<file path="src/rtl/map_pkg.sv">
// Shared constants for the map loader: ROM layout, point-byte fields and FSM states.
package map_pkg;

  localparam int NUM_ROWS = 8;

  localparam logic [3:0] ADDR_START = 4'd8;
  localparam logic [3:0] ADDR_END   = 4'd9;

  // Point byte = {2 reserved, row[2:0], col[2:0]}
  localparam int PT_COL_LSB = 0;
  localparam int PT_COL_MSB = 2;
  localparam int PT_ROW_LSB = 3;
  localparam int PT_ROW_MSB = 5;

  typedef logic [1:0] state_t;

  localparam state_t ST_IDLE  = 2'd0;
  localparam state_t ST_ISSUE = 2'd1;
  localparam state_t ST_DRAIN = 2'd2;
  localparam state_t ST_DONE  = 2'd3;

endpackage

</file>
<file path="src/rtl/map_loader.sv">
// Loads an 8x8 maze bitmap plus start/end points from an external ROM.
// Optional MAP_LOADER_VALIDATE_EN adds map_err when the start or end cell is closed.
module map_loader
  import map_pkg::*;
#(
  parameter int ROM_LAT = 2
) (
  input  logic       clk,
  input  logic       rst,
  input  logic       load,
  input  logic [1:0] map_sel,
  output logic       busy,
  output logic       done,
  output logic [1:0] rom_chipsel,
  output logic [3:0] rom_addr,
  input  logic [7:0] rom_data,
  input  logic [2:0] q_row,
  input  logic [2:0] q_col,
  output logic       q_open,
  output logic [2:0] start_row,
  output logic [2:0] start_col,
  output logic [2:0] end_row,
  output logic [2:0] end_col,
  output logic       map_valid
`ifdef MAP_LOADER_VALIDATE_EN
  ,
  output logic       map_err
`endif
);

  state_t             state;
  logic [ROM_LAT-1:0] vld_p;
  logic [3:0]         addr_p [ROM_LAT];
  logic [7:0]         bitmap [NUM_ROWS];
  logic               cap_vld;
  logic [3:0]         cap_addr;

  assign cap_vld  = vld_p[ROM_LAT-1];
  assign cap_addr = addr_p[ROM_LAT-1];
  assign q_open   = bitmap[q_row][q_col];

`ifdef MAP_LOADER_VALIDATE_EN
  logic pts_open;
  assign pts_open = bitmap[start_row][start_col] & bitmap[end_row][end_col];
`endif

  // Address tag pipeline: matches each returning byte to the address issued ROM_LAT cycles earlier
  always_ff @(posedge clk) begin
    addr_p[0] <= rom_addr;
    for (int i = 1; i < ROM_LAT; i++) addr_p[i] <= addr_p[i-1];
    if (rst) begin
      vld_p <= '0;
    end else begin
      vld_p[0] <= (state == ST_ISSUE);
      for (int i = 1; i < ROM_LAT; i++) vld_p[i] <= vld_p[i-1];
    end
  end

  // Capture stage: returning byte lands in a row or a point register
  always_ff @(posedge clk) begin
    if (rst) begin
      for (int r = 0; r < NUM_ROWS; r++) bitmap[r] <= '0;
      start_row <= '0;
      start_col <= '0;
      end_row   <= '0;
      end_col   <= '0;
    end else if (cap_vld) begin
      if (cap_addr < ADDR_START) begin
        bitmap[cap_addr[2:0]] <= rom_data;
      end else if (cap_addr == ADDR_START) begin
        start_row <= rom_data[PT_ROW_MSB:PT_ROW_LSB];
        start_col <= rom_data[PT_COL_MSB:PT_COL_LSB];
      end else if (cap_addr == ADDR_END) begin
        end_row <= rom_data[PT_ROW_MSB:PT_ROW_LSB];
        end_col <= rom_data[PT_COL_MSB:PT_COL_LSB];
      end
    end
  end

  always_ff @(posedge clk) begin
    if (rst) begin
      state       <= ST_IDLE;
      busy        <= 1'b0;
      done        <= 1'b0;
      map_valid   <= 1'b0;
      rom_addr    <= '0;
      rom_chipsel <= '0;
`ifdef MAP_LOADER_VALIDATE_EN
      map_err     <= 1'b0;
`endif
    end else begin
      done <= 1'b0;
      case (state)
        ST_IDLE: begin
          if (load && (map_sel != 2'd3)) begin
            rom_chipsel <= map_sel;
            rom_addr    <= '0;
            map_valid   <= 1'b0;
            busy        <= 1'b1;
            state       <= ST_ISSUE;
`ifdef MAP_LOADER_VALIDATE_EN
            map_err     <= 1'b0;
`endif
          end
        end
        ST_ISSUE: begin
          if (rom_addr == ADDR_END) begin
            rom_addr <= '0;
            state    <= ST_DRAIN;
          end else begin
            rom_addr <= rom_addr + 4'd1;
          end
        end
        ST_DRAIN: begin
          if (cap_vld && (cap_addr == ADDR_END)) state <= ST_DONE;
        end
        default: begin
          done  <= 1'b1;
          busy  <= 1'b0;
          state <= ST_IDLE;
`ifdef MAP_LOADER_VALIDATE_EN
          map_valid <= pts_open;
          map_err   <= ~pts_open;
`else
          map_valid <= 1'b1;
`endif
        end
      endcase
    end
  end

endmodule

</file>
<file path="config.mk">
export PLATFORM = sky130hd
export DESIGN_NAME = map_loader
export DESIGN_NICKNAME = d
export VERILOG_FILES = /design/src/rtl/map_pkg.sv /design/src/rtl/map_loader.sv
export SDC_FILE = /design/constraint.sdc
export NUM_CORES = 1
export LEC_CHECK = 0
export BUFFER_PORTS_ARGS = -buffer_cell sky130_fd_sc_hd__buf_4
export CAP_MARGIN = 10
export CORE_MARGIN = 2
export CORE_UTILIZATION = 55
export CTS_CLUSTER_DIAMETER = 120
export DETAILED_ROUTE_END_ITERATION = 8
export PLACE_DENSITY = 0.74
export RECOVER_POWER = 100
export SETUP_SLACK_MARGIN = 0.5
export SKIP_LAST_GASP = 1
export SYNTH_ARGS = -nofsm -noshare
export SYNTH_HDL_FRONTEND = slang
export SYNTH_SLANG_ARGS = --single-unit
</file>
<file path="constraint.sdc">
create_clock -name clk -period 2.1 [get_ports clk]
set_input_delay 0.21 -clock clk [delete_from_list [all_inputs] [get_ports clk]]
set_output_delay 0.21 -clock clk [all_outputs]
set_load 0.01 [all_outputs]
</file>
==> out/metrics.yaml <==
status:
  outcome: "complete, but fails checks"
  violations: "negative setup slack"
route:
  initialDrtViolationCount: 140
  antenna_left: 0
  wl_per_cell_um: 17.8
  num_vias: 2629
  drt-total-wl_um: 8710
  firstDrtPassIters: 4
  drc: 0
  via_per_inst: 5.39
critical_path:
  criticalPathCategory: "flip-flop to output pin"
  path_cells: "mux4_2, nor2b_1, a2111oi_0, nor3_1, buf_4"
  slowest_stage: "mux4_2"
  crit_required_ns: 1.89
  arrival_ns: 2.05
  startpoint_type: "flip-flop"
  end_kind: "output pin"
  max_stage_delay_ns: 0.46
  path_max_fanout: 1
placement:
  post-place-ws_ns: -0.0264
  gp_congestion: 0.779
  port-buffer-count: 40
  hpwl_um: 5700
  placed_area_um2: 4670
cts:
  cts_buffer_depth: 2
  numCtsBuffers: 9
  cts.sinks: 97
  clk_latency_ns: 0.35
  clk_pin_slew_worst_paths_ns: 0.09
  tritoncts: "done"
  ctsRootBufferMaster: "clkbuf_8"
  hold_buffers: 0
  h-tree-depth: 3
final_layout:
  area_delta_synth_final_pct: 14.1
  final_common_cell: "edfxtp_1"
  antenna-diode-count: 0
  final_cell_mix: "edfxtp_1, and2_0, dfxtp_1, clkbuf_1, nor2_1"
  postLayoutCellArea_um2: 4840
  fin_nets: 405
  final_layout_size_suffix_gt1_share_pct: 18.1
  final_util_pct: 63.6
floorplanning:
  io_pins: 41
  coreArea_um2: 7610
  dieArea_um2: 8430
  num_rows: 32
  start_util_pct: 55.8
  die_w_um: 91.8
  die_y_um: 91.8
synthesis:
  syn_inst: 319
  synth_seq_cells: 97
  synth_flop_cell: "edfxtp_1"
  synth_area_um2: 4240
  yosysUniqueCellTypes: 41
  async_reset_ff_share_pct: 0
  syn_nets: 343
  synth_top_cell_area_share_pct: 45.3
  ys_seq_area_share_pct: 60.9
  yosys_warnings: 0
  synth.avg_cell_area_um2: 13.3
  yosysTopAreaCell: "edfxtp_1"
  synth.area.top_cells: "edfxtp_1, dfxtp_1, and2_1, mux4_2, mux2i_1"
  synth_edf_count: 64
timing:
  slew_headroom_pct: 53.8
  fin_crit_sh_pct: 108
  tightest_slew_ns: 0.693
  post-route-min-period_ns: 2.26
  fin_setup_tns_ns: -0.162
  skew_ns: 0.00921
  rsz0062_at_grt: "yes"
  final-hold-violation-count: 0
  final_max_slew_viol_count: 0
  setup_viol: 1
  max_freq_mhz: 442
  setup_ws_ns: -0.162
global_route:
  grt_max_degree: 34
  grt_usage_pct: 22.5
  grt-ovfl-total: 0
  grt_pass1_vias: 2694
  grt_pass1_wl_um: 14100
  antenna_found_initial: 0
power:
  p_leak_uw: 0.00177
  ir_worst_vdd_mv: 0.737
  p_per_area_nw_per_um2: 823
  total_power_uw: 3980
run:
  max_cap_violations: 0
min_path:
  hold_class: "primary input to flip-flop"
power by group:
part           switching, uW  internal [uW]  total, uW
sequential              72.2           2150       2220
combinational            400            317        717
clock                    624            421       1040
total                   1100           2890       3980
layer usage:
metal,global-route usage (%),vias to the layer above,wire length [um]
li1,-,1272,-
met3,4.11,15,305
met1,28.2,1282,3690
met5,0,-,0
met4,9.95,0,242
met2,38.4,60,4470
state kept, by name, summed over array words and instances (netlist names):
name,count
busy,1
done,1
start_col,3
end_col,3
start_row,3
end_row,3
rom_chipsel,2
map_valid,1
addr_p,8
rom_addr,4
vld_p,2
bitmap,64
state,2
what timing repair did:
| action | 4_1_cts | 5_1_grt |
|---|---|---|
| hold endpoints to repair | 0 | 0 |
| setup endpoints to repair | 50 | 67 |
| buffers inserted | 9 | 7 |
| pin swaps | 7 | 14 |
| gates resized for setup | 21 | 16 |
cells in the mapped netlist, types with 3 or more instances:
cell	instances
ha_1	5
mux4_2	15
or2_2	9
nand3_1	3
inv_1	3
edfxtp_1	64
and2_1	65
nand3b_1	3
dfxtp_1	33
nor2_1	31
mux2i_1	18
nor3_1	6
o21ai_0	5
buf_2	3
a21oi_1	4
nor2b_1	12
nand2_1	8
clkbuf_1	4
worst max-delay path, delay by kind of cell, from the launching register on:
family,cells,cell delay (ns)
AO/OA/AOI/OAI,1,0.43
buffers and inverters,1,0.16
flip-flops,1,0.40
multiplexers,1,0.46
AND/OR/NAND/NOR,2,0.24
area by class of cell:
cell class / count / area [um^2]
repair buffers: 60 / 334
clock inverters: 6 / 35.0
multi-input cells: 210 / 1620
inverters: 3 / 12.5
clock buffers: 10 / 128
fillers: 623 / 2770
well taps: 102 / 128
flip-flops and latches: 97 / 2580
stage by stage:
stage                     hold slack, ns  cells
final                              0.152    488
after global routing               0.178    488
after CTS                          0.140    481
after detailed placement           0.312    456
after global placement             0.312    456
after floorplan                    0.282    319
cell families after synthesis:
kind of cell,after synthesis,share of synthesized area [%]
AO/OA/AOI/OAI,23,3.75
flip-flops,97,60.9
AND/OR/NAND/NOR,147,19.7
multiplexers,35,12.7
buffers and inverters,12,1.50
adder cells (fa/ha/maj),5,1.47
worst paths after layout:
kind,cells past startpoint,startpoint,end,slack [ns]
hold reg to reg,0,addr_p[0][0],addr_p[0][4],0.33
setup / recovery,5,bitmap[2][5],q_open,-0.16
setup reg to reg,4,addr_p[0][7],bitmap[7][3],0.11
hold / removal,4,map_sel[0],rom_chipsel[1],0.15
Note: power is estimated with default switching activity, not from simulation.
